### config.mk
export PLATFORM = sky130hd
export DESIGN_NAME = uart_tx_frac_flat
export DESIGN_NICKNAME = d
export VERILOG_FILES = /design/src/rtl/uart_tx_frac_if.sv /design/src/rtl/uart_tx_frac.sv /design/src/flat_wrapper.sv
export SDC_FILE = /design/constraint.sdc
export NUM_CORES = 1
export LEC_CHECK = 0
export CORE_ASPECT_RATIO = 1.1
export CORE_UTILIZATION = 32
export CTS_CLUSTER_DIAMETER = 40
export DETAILED_ROUTE_END_ITERATION = 7
export PLACE_DENSITY = 0.52
export SLEW_MARGIN = 40
export SYNTH_ARGS = -nofsm -noshare
export SYNTH_HDL_FRONTEND = slang
export SYNTH_SLANG_ARGS = --single-unit
### constraint.sdc
create_clock -name aclk -period 7.65 [get_ports aclk]
set_clock_uncertainty 0.05 [all_clocks]
set_input_delay 1.53 -clock aclk [delete_from_list [all_inputs] [get_ports aclk]]
set_output_delay 1.53 -clock aclk [all_outputs]
set_load 0.02 [all_outputs]
### src/rtl/uart_tx_frac_if.sv
// AXI-Stream beat channel feeding the fractional-baud UART transmitter.
interface uart_tx_frac_if #(
    parameter int MAX_WORD_SIZE = 9
);
    logic [MAX_WORD_SIZE-1:0] tdata;
    logic                     tvalid;
    logic                     tready;

    modport master (output tdata, output tvalid, input tready);
    modport slave  (input tdata, input tvalid, output tready);
endinterface

### src/rtl/uart_tx_frac.sv
// UART transmitter with a double-buffered AXI-Stream input, a fractional baud divider,
// runtime word/parity/stop configuration and line-break generation.
module uart_tx_frac #(
    parameter int MAX_WORD_SIZE   = 9,
    parameter int RESET_PRESCALER = 12
) (
    input  logic                 aclk,
    input  logic                 rst,
    uart_tx_frac_if.slave        s_axis,
    output logic                 txd,
    input  logic                 ctsn,
    input  logic                 break_req,
    output logic                 break_active,
    output logic                 busy,
    output logic                 frame_done,
    input  logic [15:0]          prescaler_config,
    input  logic [3:0]           frac_config,
    input  logic [3:0]           word_size_config,
    input  logic [2:0]           parity_config,
    input  logic [1:0]           stop_bits_config
);
    localparam int         W        = MAX_WORD_SIZE;
    localparam logic [3:0] WS_MAX   = 4'(MAX_WORD_SIZE);
    localparam logic [1:0] STOP_ONE = 2'd0;
    localparam logic [1:0] STOP_TWO = 2'd1;

    typedef enum logic [2:0] {IDLE, START, DATA, PAR, STOP, BREAK} state_t;

    function automatic logic [15:0] sat_prescaler(input logic [15:0] p);
        return (p < 16'd2) ? 16'd2 : p;
    endfunction

    function automatic logic [3:0] sat_word_size(input logic [3:0] w);
        if (w < 4'd5)        return 4'd5;
        else if (w > WS_MAX) return WS_MAX;
        else                 return w;
    endfunction

    function automatic logic [W-1:0] word_mask(input logic [3:0] w);
        logic [W-1:0] m;
        for (int i = 0; i < W; i++) m[i] = (i < int'(w));
        return m;
    endfunction

    function automatic logic parity_bit(input logic [2:0] mode, input logic [W-1:0] d);
        case (mode)
            3'd1:    return ^d;
            3'd2:    return ~^d;
            3'd3:    return 1'b1;
            default: return 1'b0;
        endcase
    endfunction

    state_t       state_q, state_d;
    logic         txd_q, txd_d;
    logic         hold_valid_q, hold_valid_d;
    logic [W-1:0] hold_q, hold_d;
    logic [W-1:0] shift_q, shift_d;
    logic [15:0]  cnt_q, cnt_d;
    logic [3:0]   acc_q, acc_d;
    logic [3:0]   bit_idx_q, bit_idx_d;
    logic [1:0]   stop_ph_q, stop_ph_d;
    logic         brk_stop_q, brk_stop_d;
    logic         frame_done_q, frame_done_d;
    logic         par_bit_q, par_bit_d;
    logic [15:0]  cfg_presc_q, cfg_presc_d;
    logic [3:0]   cfg_frac_q, cfg_frac_d;
    logic [3:0]   cfg_ws_q, cfg_ws_d;
    logic         cfg_par_en_q, cfg_par_en_d;
    logic [1:0]   cfg_stop_q, cfg_stop_d;

    logic         accept, load, bit_end, bit_start, half_start, carry, last_stop, stop_last_d;
    logic [3:0]   acc_base, acc_sum;
    logic [16:0]  full_m1;
    logic [W-1:0] load_word;

    always_comb begin
        state_d      = state_q;
        hold_d       = hold_q;
        shift_d      = shift_q;
        cnt_d        = cnt_q;
        acc_d        = acc_q;
        bit_idx_d    = bit_idx_q;
        stop_ph_d    = stop_ph_q;
        brk_stop_d   = brk_stop_q;
        par_bit_d    = par_bit_q;
        cfg_presc_d  = cfg_presc_q;
        cfg_frac_d   = cfg_frac_q;
        cfg_ws_d     = cfg_ws_q;
        cfg_par_en_d = cfg_par_en_q;
        cfg_stop_d   = cfg_stop_q;
        load         = 1'b0;
        bit_start    = 1'b0;
        half_start   = 1'b0;
        accept       = s_axis.tvalid & ~hold_valid_q;
        bit_end      = (cnt_q == 16'd0);
        last_stop    = brk_stop_q | (cfg_stop_q == STOP_ONE) | (stop_ph_q == 2'd2) |
                       ((cfg_stop_q == STOP_TWO) & (stop_ph_q == 2'd1));
        if (accept) hold_d = s_axis.tdata;

        case (state_q)
            IDLE: begin
                if (break_req) begin
                    state_d   = BREAK;
                    bit_start = 1'b1;
                end else if (hold_valid_q & ~ctsn) begin
                    load = 1'b1;
                end
            end
            START: begin
                if (bit_end) begin
                    state_d   = DATA;
                    bit_idx_d = 4'd0;
                    bit_start = 1'b1;
                end
            end
            DATA: begin
                if (bit_end) begin
                    shift_d   = shift_q >> 1;
                    bit_start = 1'b1;
                    if (bit_idx_q == cfg_ws_q - 4'd1) begin
                        state_d   = cfg_par_en_q ? PAR : STOP;
                        stop_ph_d = 2'd0;
                    end else begin
                        bit_idx_d = bit_idx_q + 4'd1;
                    end
                end
            end
            PAR: begin
                if (bit_end) begin
                    state_d   = STOP;
                    stop_ph_d = 2'd0;
                    bit_start = 1'b1;
                end
            end
            STOP: begin
                if (bit_end) begin
                    if (last_stop) begin
                        brk_stop_d = 1'b0;
                        // A pending word chains straight into its start bit with no idle cycle.
                        if (~brk_stop_q & ~break_req & hold_valid_q & ~ctsn) load = 1'b1;
                        else state_d = IDLE;
                    end else if (cfg_stop_q == STOP_TWO) begin
                        stop_ph_d = 2'd1;
                        bit_start = 1'b1;
                    end else begin
                        stop_ph_d  = 2'd2;
                        half_start = 1'b1;
                    end
                end
            end
            BREAK: begin
                if (bit_end & ~break_req) begin
                    state_d    = STOP;
                    brk_stop_d = 1'b1;
                    stop_ph_d  = 2'd0;
                    bit_start  = 1'b1;
                end
            end
            default: state_d = IDLE;
        endcase

        load_word = hold_q & word_mask(sat_word_size(word_size_config));
        if (load) begin
            state_d      = START;
            shift_d      = load_word;
            par_bit_d    = parity_bit(parity_config, load_word);
            cfg_presc_d  = sat_prescaler(prescaler_config);
            cfg_frac_d   = frac_config;
            cfg_ws_d     = sat_word_size(word_size_config);
            cfg_par_en_d = (parity_config >= 3'd1) & (parity_config <= 3'd4);
            cfg_stop_d   = (stop_bits_config == 2'd3) ? STOP_ONE : stop_bits_config;
            bit_start    = 1'b1;
        end

        // Fractional divider: the accumulator carry stretches a bit by one cycle.
        acc_base         = load ? 4'd0 : acc_q;
        {carry, acc_sum} = {1'b0, acc_base} + {1'b0, cfg_frac_d};
        full_m1          = {1'b0, cfg_presc_d} + {16'd0, carry} - 17'd1;
        if (bit_start) begin
            cnt_d = full_m1[15:0];
            acc_d = acc_sum;
        end else if (half_start) begin
            cnt_d = (cfg_presc_d >> 1) - 16'd1;
        end else if (!bit_end) begin
            cnt_d = cnt_q - 16'd1;
        end

        hold_valid_d = load ? 1'b0 : (hold_valid_q | accept);
        stop_last_d  = brk_stop_d | (cfg_stop_d == STOP_ONE) | (stop_ph_d == 2'd2) |
                       ((cfg_stop_d == STOP_TWO) & (stop_ph_d == 2'd1));
        frame_done_d = (state_d == STOP) & ~brk_stop_d & (cnt_d == 16'd0) & stop_last_d;

        case (state_d)
            START, BREAK: txd_d = 1'b0;
            DATA:         txd_d = shift_d[0];
            PAR:          txd_d = par_bit_d;
            default:      txd_d = 1'b1;
        endcase
    end

    always_ff @(posedge aclk or posedge rst) begin
        if (rst) begin
            state_q      <= IDLE;
            txd_q        <= 1'b1;
            hold_valid_q <= 1'b0;
            cnt_q        <= 16'd0;
            acc_q        <= 4'd0;
            bit_idx_q    <= 4'd0;
            stop_ph_q    <= 2'd0;
            brk_stop_q   <= 1'b0;
            frame_done_q <= 1'b0;
            cfg_presc_q  <= 16'(RESET_PRESCALER);
            cfg_frac_q   <= 4'd0;
            cfg_ws_q     <= 4'd8;
            cfg_par_en_q <= 1'b0;
            cfg_stop_q   <= STOP_ONE;
        end else begin
            state_q      <= state_d;
            txd_q        <= txd_d;
            hold_valid_q <= hold_valid_d;
            cnt_q        <= cnt_d;
            acc_q        <= acc_d;
            bit_idx_q    <= bit_idx_d;
            stop_ph_q    <= stop_ph_d;
            brk_stop_q   <= brk_stop_d;
            frame_done_q <= frame_done_d;
            cfg_presc_q  <= cfg_presc_d;
            cfg_frac_q   <= cfg_frac_d;
            cfg_ws_q     <= cfg_ws_d;
            cfg_par_en_q <= cfg_par_en_d;
            cfg_stop_q   <= cfg_stop_d;
        end
    end

    // Word storage carries no reset; hold_valid_q qualifies its contents.
    always_ff @(posedge aclk) begin
        hold_q    <= hold_d;
        shift_q   <= shift_d;
        par_bit_q <= par_bit_d;
    end

    assign txd           = txd_q;
    assign frame_done    = frame_done_q;
    assign busy          = (state_q != IDLE);
    assign break_active  = (state_q == BREAK);
    assign s_axis.tready = ~hold_valid_q;
endmodule

### src/flat_wrapper.sv
// flat-port wrapper written by rule: the top's interface ports become plain ports
module uart_tx_frac_flat 
#(
    parameter int MAX_WORD_SIZE   = 9,
    parameter int RESET_PRESCALER = 12
)
  (aclk, rst, txd, ctsn, break_req, break_active, busy, frame_done, prescaler_config, frac_config, word_size_config, parity_config, stop_bits_config, s_axis_tdata, s_axis_tvalid, s_axis_tready);
  uart_tx_frac_if #(.MAX_WORD_SIZE(MAX_WORD_SIZE)) s_axis_i ();
  input  logic aclk;
  input  logic rst;
  output logic txd;
  input  logic ctsn;
  input  logic break_req;
  output logic break_active;
  output logic busy;
  output logic frame_done;
  input  logic [15:0] prescaler_config;
  input  logic [3:0] frac_config;
  input  logic [3:0] word_size_config;
  input  logic [2:0] parity_config;
  input  logic [1:0] stop_bits_config;
  input wire logic [$bits(s_axis_i.tdata)-1:0] s_axis_tdata;
  input wire logic [$bits(s_axis_i.tvalid)-1:0] s_axis_tvalid;
  output wire logic [$bits(s_axis_i.tready)-1:0] s_axis_tready;
  assign s_axis_i.tdata = s_axis_tdata;
  assign s_axis_i.tvalid = s_axis_tvalid;
  assign s_axis_tready = s_axis_i.tready;
  uart_tx_frac #(.MAX_WORD_SIZE(MAX_WORD_SIZE), .RESET_PRESCALER(RESET_PRESCALER)) u_core (.aclk(aclk), .rst(rst), .s_axis(s_axis_i), .txd(txd), .ctsn(ctsn), .break_req(break_req), .break_active(break_active), .busy(busy), .frame_done(frame_done), .prescaler_config(prescaler_config), .frac_config(frac_config), .word_size_config(word_size_config), .parity_config(parity_config), .stop_bits_config(stop_bits_config));
endmodule
==> results of run 1 <==
## cells by family after synthesis
logic type,share of synthesized area [%]
simple gates,23.4
compound gates,17.8
flops,39.0
buf+inv,4.29
xor+xnor,8.30
mux,4.22
fa+ha+maj,2.99
## Yosys cell counts, types with 15 or more instances
master	instances	area share, %
nand2_1	65	4.6
nor2_1	47	3.3
nand3_1	17	1.6
o21ai_0	33	3.1
xor2_1	18	3.0
xnor2_1	32	5.3
a21oi_1	30	2.8
inv_1	31	2.2
edfxtp_1	17	9.7
clkbuf_1	18	1.3
mux2i_1	15	2.8
dfrtp_1	56	27
nor3_1	26	2.5
## critical path, stage by stage
cell and delay [ns]:
clkdlybuf4s50_1 0.53, nor4b_1 0.43, o21ai_0 0.32, or4_1 0.65
buf_4 0.26, and3_1 0.23, inv_1 0.09, fa_1 0.21
inv_1 0.05, a21o_1 0.16, a21oi_1 0.14, ha_1 0.18
ha_1 0.27, inv_1 0.11, or3_1 0.36, nor3_1 0.20
or2_1 0.19, a32oi_1 0.11, a211o_1 0.33, a2111oi_2 0.31
o2111ai_1 0.16, nor4bb_1 0.26
## final timing paths
path | startpoint | endpoint | cells after the start
worst max-delay path | break_req | u_core.frame_done$_DFF_PP0_ | 22
worst min-delay path | u_core.par_bit_q$_DFF_P_ | u_core.par_bit_q$_DFF_P_ | 2
worst max register to register | u_core.cnt_q[0]$_DFF_PP0_ | u_core.frame_done$_DFF_PP0_ | 23
worst min register to register | u_core.par_bit_q$_DFF_P_ | u_core.par_bit_q$_DFF_P_ | 2
max in group asynchronous | rst | u_core.cfg_presc_q[14]$_DFF_PP0_ | 3
min in group asynchronous | rst | u_core.acc_q[2]$_DFFE_PP0N_ | 3
## area by class of cell
| class | instances | area (µm²) | share of cell area, % |
|---|---|---|---|
| tap | 200 | 250 | 3.97 |
| sequential | 79 | 2060 | 32.6 |
| multi-input combinational | 460 | 3000 | 47.6 |
| inverter | 31 | 116 | 1.85 |
| clock inverter | 4 | 77.6 | 1.23 |
| clock buffer | 12 | 256 | 4.07 |
| timing repair buffer | 57 | 549 | 8.71 |
## per-stage QoR
stage,hold slack (ns),cells,utilization (%)
6_report,0.405,843,39.6
5_1_grt,0.444,843,39.6
2_1_floorplan,0.368,596,-
3_5_place_dp,0.392,827,37.5
4_1_cts,0.406,843,39.6
3_3_place_gp,0.395,827,37.5
## layer usage
layer | part of all wire (%) | global-route usage, % | vias up | routed length, µm
li1 | - | - | 2256 | -
met3 | 5.6 | 3.79 | 15 | 839
met4 | 1.4 | 5.62 | 0 | 209
met5 | 0 | 0 | - | 0
met2 | 46 | 29.8 | 144 | 6910
met1 | 47 | 25.7 | 2230 | 7140
## state kept, by name, summed over array words and instances, names as in the netlist
signal and flops:
u_core.cnt_q 16, u_core.txd 1, u_core.hold_valid_q 1, u_core.cfg_stop_q 2, u_core.cfg_par_en_q 1, u_core.bit_idx_q 4
u_core.cfg_presc_q 16, u_core.frame_done 1, u_core.state_q 3, u_core.brk_stop_q 1, u_core.shift_q 9, u_core.acc_q 4
u_core.hold_q 9, u_core.cfg_ws_q 4, u_core.cfg_frac_q 4, u_core.stop_ph_q 2, u_core.par_bit_q 1
## report_power, final
group	internal [W]	switching, W	total (W)
clock network	0.000306	0.000177	0.000483
registers	0.000463	0.0000384	0.000502
logic	0.0000959	0.000114	0.000210
==> flow_summary.ini, run 1 <==
[die]
die_w_um = 124
die_area_um2 = 17000
ioPinCount = 48
placementRows = 48
die_h_um = 137
core_area_um2 = 15900
start_util_pct = 33.1

[cells_and_area]
fill_cells = 1572
n_antenna_cell = 0
drive_gt1_share_pct = 7.62
syn2layout_area_growth_pct = 19.5
final_area_um2 = 6310
final_common_cell = nand2_1
mostFrequentLayoutCells = 65 x nand2_1, 56 x dfrtp_1, 47 x nor2_1, 47 x clkdlybuf4s50_1
finalNetCount = 693

[clock_network]
clkLatencyLatePin_ns = 0.35
clock_sinks = 79
cts_tree = yes
cts_setup_buffers = 0
clk_pin_slew_worst_paths_ns = 0.06
cts_made_buffers = 9
cts_buffer_depth = 2
h-tree-depth = 3
cts-hold-fix-buffers = 0
post_cts_resized = 0
clk_root_buffer_cell = clkbuf_16

[yosys]
synth_seq_cells = 79
syn_nets = 651
synthArstFlopShare_pct = 75.9
synth_cell_types = 72
ys.flop_type = dfrtp_1
syn_inst = 596
synth_enable_flop_cells = 17
yosys_warnings = 0
avgSynthCellArea_um2 = 8.85
ys_seq_area_share_pct = 39.0
syn_area_um2 = 5280

[detailed_routing]
wirelength_um = 15100
vias = 4645
vias_per_cell = 5.51
first_pass_iters = 5
drt-initial-drc-count = 360
detail-route-antenna-nets = 0
drc = 0
wire_per_inst_um = 17.9

[timing]
post-route-min-period_ns = 6.92
rsz0062_at_grt = false
drv_slew = 0
hold_viol = 0
maxClockFrequency_mhz = 145
post-route-period-util_pct = 90.4
setup_ws_ns = 0.731
worstMarginPinSlew_ns = 0.818
fin_tns_setup_ns = 0
slew_headroom_pct = 45.0
setup_viol_count_final = 0

[placed_design]
place.gp.congestion = 0.892
detailed_place_hpwl_um = 11300
pre_cts_ws_ns = 0.393
port_buffers = 47
placed_area_um2 = 5970

[global_routing]
track_usage_pct = 18.8
antenna_found_initial = 0
grt_pass1_wl_um = 25000
overflow = 0
grt_pass1_vias = 4645
grt_max_degree = 61

[power]
power.leakage_nw = 2.66
total_power_w = 0.00119
power.density_nw_per_um2 = 189
ir_drop_mv = 0.111

[run_status]
outcome = completed

[worst_hold_path]
hp-class = flop to flop

[critical_path]
arrival_ns = 7.11
end_kind = flop
crit_fanout = 21
ff2ff_setup_slack_ns = 1.20
start_kind = primary input
worstPathRequired_ns = 7.84
crit_type = primary input to flop

[run]
maxCapViolations = 0
(Power assumes the default switching activity.)
==> run 2, diff against run 1 <==
--- a/config.mk
+++ b/config.mk
@@ -10,7 +10,6 @@
 export CTS_CLUSTER_DIAMETER = 40
 export DETAILED_ROUTE_END_ITERATION = 7
 export PLACE_DENSITY = 0.52
-export SLEW_MARGIN = 40
 export SYNTH_ARGS = -nofsm -noshare
 export SYNTH_HDL_FRONTEND = slang
 export SYNTH_SLANG_ARGS = --single-unit
==> run 2 against run 1 <==
Power about the same. Core utilization about the same. Global-route usage unchanged. Final cell count unchanged. Clock power about the same. Hold slack worse by 0.00097 ns. Register-to-register slack about the same. Critical path type unchanged. Critical path depth unchanged.
==> flow_summary.ini, run 2 (same netlist as run 1, synthesis figures left out) <==
[cells_and_area]
drive_gt1_share_pct = 7.47
top_regs = u_core.cfg_presc_q: 16 flops, u_core.cnt_q: 16 flops
finalNonFillerCells = 843
syn2layout_area_growth_pct = 19.4
mostFrequentLayoutCells = 65 x nand2_1, 56 x dfrtp_1, 47 x nor2_1, 47 x clkdlybuf4s50_1, 33 x o21ai_0
finalNetCount = 693
n_antenna_cell = 0
final_area_um2 = 6300
final_common_cell = nand2_1

[critical_path]
cpPeakStageDelay_ns = 0.65
cp_slowest_cell = or4_1
reg2reg_from = u_core.cnt_q[0]$_DFF_PP0_
crit_fanout = 21
end_kind = flop
crit_type = primary input to flop
worstSetupStartpoint = break_req
path_cells = clkdlybuf4s50_1, nor4b_1, o21ai_0, or4_1, buf_4, and3_1, inv_1, fa_1, inv_1, a21o_1, a21oi_1, ha_1, ha_1, inv_1, or3_1, nor3_1, or2_1, a32oi_1, a211o_1, a2111oi_2, o2111ai_1, nor4bb_1
arrival_ns = 7.11
worstPathRequired_ns = 7.85
start_kind = primary input
ff2ff_setup_slack_ns = 1.19
crit_top_cell = inv_1

[clock_network]
clkLatencyLatePin_ns = 0.35
clock_sinks = 79
cts-hold-fix-buffers = 0
cts_buffer_depth = 2
post_cts_resized = 0
clk_pin_slew_worst_paths_ns = 0.06
h-tree-depth = 3
cts_setup_buffers = 0
clk_root_buffer_cell = clkbuf_16
cts_made_buffers = 9
cts_tree = yes

[die]
core_area_um2 = 15900
start_util_pct = 33.1
die_w_um = 124
die_area_um2 = 17000
placementRows = 48
ioPinCount = 48
die_h_um = 137

[timing]
fin_tns_setup_ns = 0
maxClockFrequency_mhz = 145
worstMarginPinSlew_ns = 1.17
setup_viol_count_final = 0
slew_headroom_pct = 21.4
rsz0062_at_grt = false
post-route-min-period_ns = 6.92
hold_viol = 0
setup_ws_ns = 0.730
timing.hold.ws_ns = 0.404
drv_slew = 0
post-route-period-util_pct = 90.5

[detailed_routing]
drt-initial-drc-count = 358
drc = 0
first_pass_iters = 5
vias = 4619
vias_per_cell = 5.48
wire_per_inst_um = 17.9
detail-route-antenna-nets = 0
wirelength_um = 15100

[power]
power.density_nw_per_um2 = 190
ir_drop_mv = 0.111
power.leakage_nw = 2.66

[placed_design]
port_buffers = 47
placed_area_um2 = 5970
placed_cells = 827
place.gp.congestion = 0.892
detailed_place_hpwl_um = 11300
pre_cts_ws_ns = 0.393

[global_routing]
overflow = 0
antenna_found_initial = 0
grt_max_degree = 61
grt_pass1_wl_um = 25000
track_usage_pct = 18.8
grt_pass1_vias = 4645

[run_status]
outcome = completed

[run]
maxCapViolations = 0

[worst_hold_path]
hp-class = flop to flop
hp-start = u_core.par_bit_q$_DFF_P_
[run 2: cell type report]
class,instances,area (µm²)
sequential,79,2060
clock inverter,4,77.6
timing repair buffer,57,546
inverter,31,116
tap,200,250
multi-input combinational,460,3000
clock buffer,12,256
fill,1574,9620
[run 2: final timing paths]
path | cells after the start | endpoint
min in group asynchronous | 3 | u_core.acc_q[2]$_DFFE_PP0N_
max reg2reg | 23 | u_core.frame_done$_DFF_PP0_
min reg2reg | 2 | u_core.par_bit_q$_DFF_P_
max | 22 | u_core.frame_done$_DFF_PP0_
min | 2 | u_core.par_bit_q$_DFF_P_
max in group asynchronous | 3 | u_core.cfg_presc_q[14]$_DFF_PP0_
[run 2: routing by layer]
layer  routed length, µm  share of wire, %  vias to the layer above  GRT usage, %
li1                    -                 -                     2256             -
met1                7230                48                     2217          25.7
met2                6900                46                      133          29.8
met3                 774               5.1                       13          3.79
met4                 193               1.3                        0          5.62
met5                   0                 0                        -             0
[run 2: report_power, final]
| group | total [W] | leakage, nW | internal (W) | switching (W) |
|---|---|---|---|---|
| Sequential | 0.000502 | 0.902 | 0.000463 | 0.0000384 |
| Clock | 0.000483 | 0.163 | 0.000306 | 0.000178 |
| Combinational | 0.000210 | 1.60 | 0.0000957 | 0.000114 |
| Total | 0.00119 | 2.66 | 0.000864 | 0.000330 |
[run 2: metrics by stage]
step                util [%]  total power [W]
CTS                     39.6          0.00121
detailed placement      37.5         0.000716
global route            39.6          0.00125
global placement        37.5         0.000714
finish                  39.6          0.00119
floorplan                  -         0.000638
[run 2: critical path: cells and delay by family]
family / cells / cell delay [ns]
buf+inv: 5 / 1.05
simple gates: 7 / 2.32
compound gates: 7 / 1.53
fa+ha+maj: 3 / 0.66
==> run 3, diff against run 2 <==
--- a/config.mk
+++ b/config.mk
@@ -5,11 +5,11 @@
 export SDC_FILE = /design/constraint.sdc
 export NUM_CORES = 1
 export LEC_CHECK = 0
-export CORE_ASPECT_RATIO = 1.1
-export CORE_UTILIZATION = 32
+export CORE_UTILIZATION = 30
 export CTS_CLUSTER_DIAMETER = 40
 export DETAILED_ROUTE_END_ITERATION = 7
-export PLACE_DENSITY = 0.52
+export PLACE_DENSITY = 0.5
+export SLEW_MARGIN = 20
 export SYNTH_ARGS = -nofsm -noshare
 export SYNTH_HDL_FRONTEND = slang
 export SYNTH_SLANG_ARGS = --single-unit
==> run 3 against run 2 <==
Hold slack gained 0.0056 ns. Register-to-register slack got worse by 0.06 ns. First-iteration DRC count rose by 4.2%. Critical path depth unchanged. Largest power group unchanged.
==> flow_summary.ini, run 3 (same netlist as run 1, synthesis figures left out) <==
[cells_and_area]
final_util_pct = 36.5
regArea_um2 = 2060
finalNetCount = 693
finalNonFillerCells = 868
multi_input_area_um2 = 3000
n_antenna_cell = 0
top_regs = u_core.cfg_presc_q: 16 flops, u_core.cnt_q: 16 flops
drive_gt1_share_pct = 7.15
fill_cells = 1741
mostFrequentLayoutCells = 65 x nand2_1, 56 x dfrtp_1, 47 x nor2_1, 47 x clkdlybuf4s50_1
syn2layout_area_growth_pct = 19.2
final_common_cell = nand2_1

[placed_design]
placed_cells = 852
place.gp.congestion = 0.878
detailed_place_hpwl_um = 11400
port_buffers = 47

[detailed_routing]
wire_per_inst_um = 17.6
vias = 4658
drc = 0
vias_per_cell = 5.37
first_pass_iters = 5
top_layer = met4
dr_wl_met2_um = 6800
detail-route-antenna-nets = 0
wirelength_met1_um = 7410
wirelength_um = 15200
route.met3.wl_um = 790
drt-initial-drc-count = 373

[clock_network]
post_cts_resized = 0
cts_tree = yes
cts-hold-fix-buffers = 0
cts_setup_buffers = 0
cts_made_buffers = 9
clk_root_buffer_cell = clkbuf_16
cts_buffer_depth = 2
clock_sinks = 79
clkLatencyLatePin_ns = 0.35
h-tree-depth = 3
clk_pin_slew_worst_paths_ns = 0.06

[global_routing]
grt_pass1_wl_um = 25300
track_usage_pct = 18.0
grt_pass1_vias = 4707
antenna_found_initial = 0
grt_max_degree = 61
overflow = 0

[die]
die_h_um = 135
ioPinCount = 48
die_area_um2 = 18100
placementRows = 48
start_util_pct = 30.6
core_area_um2 = 17200
die_w_um = 135

[timing]
hold_viol = 0
post-route-period-util_pct = 90.2
maxClockFrequency_mhz = 145
post-route-min-period_ns = 6.90
setup_viol_count_final = 0
slew_headroom_pct = 42.2
fin_tns_setup_ns = 0
timing.hold.ws_ns = 0.410
worstMarginPinSlew_ns = 0.865
drv_slew = 0
rsz0062_at_grt = false

[critical_path]
r2r_cells = 23
arrival_ns = 7.09
worstSetupStartpoint = break_req
crit_path_end = u_core.frame_done$_DFF_PP0_
reg2reg_from = u_core.cnt_q[0]$_DFF_PP0_
end_kind = flop
crit_fanout = 21
ff2ff_setup_slack_ns = 1.13
worstPathRequired_ns = 7.84
start_kind = primary input
crit_type = primary input to flop
regToRegEndpoint = u_core.frame_done$_DFF_PP0_

[worst_hold_path]
hp-class = flop to flop
hold_path_depth = 2

[power]
power.leakage_nw = 2.63
ir_drop_mv = 0.114
power.density_nw_per_um2 = 181
total_power_w = 0.00114

[run]
maxCapViolations = 0

[run_status]
outcome = completed
run 3: layout make-up:
class	count	share of cell area [%]
Multi-Input combinational cell	460	47.7
Sequential cell	79	32.7
Timing Repair Buffer	57	8.67
Tap cell	225	4.48
Clock buffer	11	3.70
Inverter	31	1.85
Clock inverter	5	0.935
run 3: worst min-delay path by stage:
stage | startpoint | to | slack (ns)
3_5_place_dp | u_core.par_bit_q$_DFF_P_ | u_core.par_bit_q$_DFF_P_ | 0.40
2_1_floorplan | u_core.par_bit_q$_DFF_P_ | u_core.par_bit_q$_DFF_P_ | 0.37
6_report | u_core.par_bit_q$_DFF_P_ | u_core.par_bit_q$_DFF_P_ | 0.41
5_1_grt | u_core.cfg_ws_q[3]$_DFFE_PP1N_ | u_core.cfg_ws_q[3]$_DFFE_PP1N_ | 0.43
4_1_cts | u_core.cfg_ws_q[3]$_DFFE_PP1N_ | u_core.cfg_ws_q[3]$_DFFE_PP1N_ | 0.42
3_3_place_gp | u_core.cfg_frac_q[3]$_DFF_PP0_ | u_core.cfg_frac_q[3]$_DFF_PP0_ | 0.40
run 3: power by group:
part	internal, W	leakage [nW]	total (W)	switching (W)
Clock	0.000253	0.137	0.000429	0.000176
Combinational	0.0000956	1.59	0.000211	0.000116
Sequential	0.000463	0.902	0.000501	0.0000381
run 3: per-stage QoR:
step	cell area, µm²	setup WS (ns)
after detailed placement	6000	0.379
final	6290	0.750
after global placement	6000	0.527
after global routing	6290	0.288
after floorplan	5280	0.787
after CTS	6290	0.745
run 3: routing by layer:
| layer | global-route usage [%] | vias to the layer above |
|---|---|---|
| li1 | - | 2255 |
| met4 | 6.05 | 0 |
| met1 | 25.6 | 2228 |
| met3 | 3.38 | 18 |
| met5 | 0 | - |
| met2 | 27.5 | 157 |
run 3: critical path, stage by stage:
cell and delay [ns]:
clkdlybuf4s50_1 0.53, nor4b_1 0.39, o21ai_0 0.31, or4_1 0.65
buf_4 0.25, and3_1 0.22, inv_1 0.08, fa_1 0.20
inv_1 0.05, a21o_1 0.17, a21oi_1 0.16, ha_1 0.18
ha_1 0.27, inv_1 0.11, or3_1 0.35, nor3_1 0.22
or2_1 0.20, a32oi_1 0.11, a211o_1 0.33, a2111oi_2 0.33
o2111ai_1 0.17, nor4bb_1 0.27
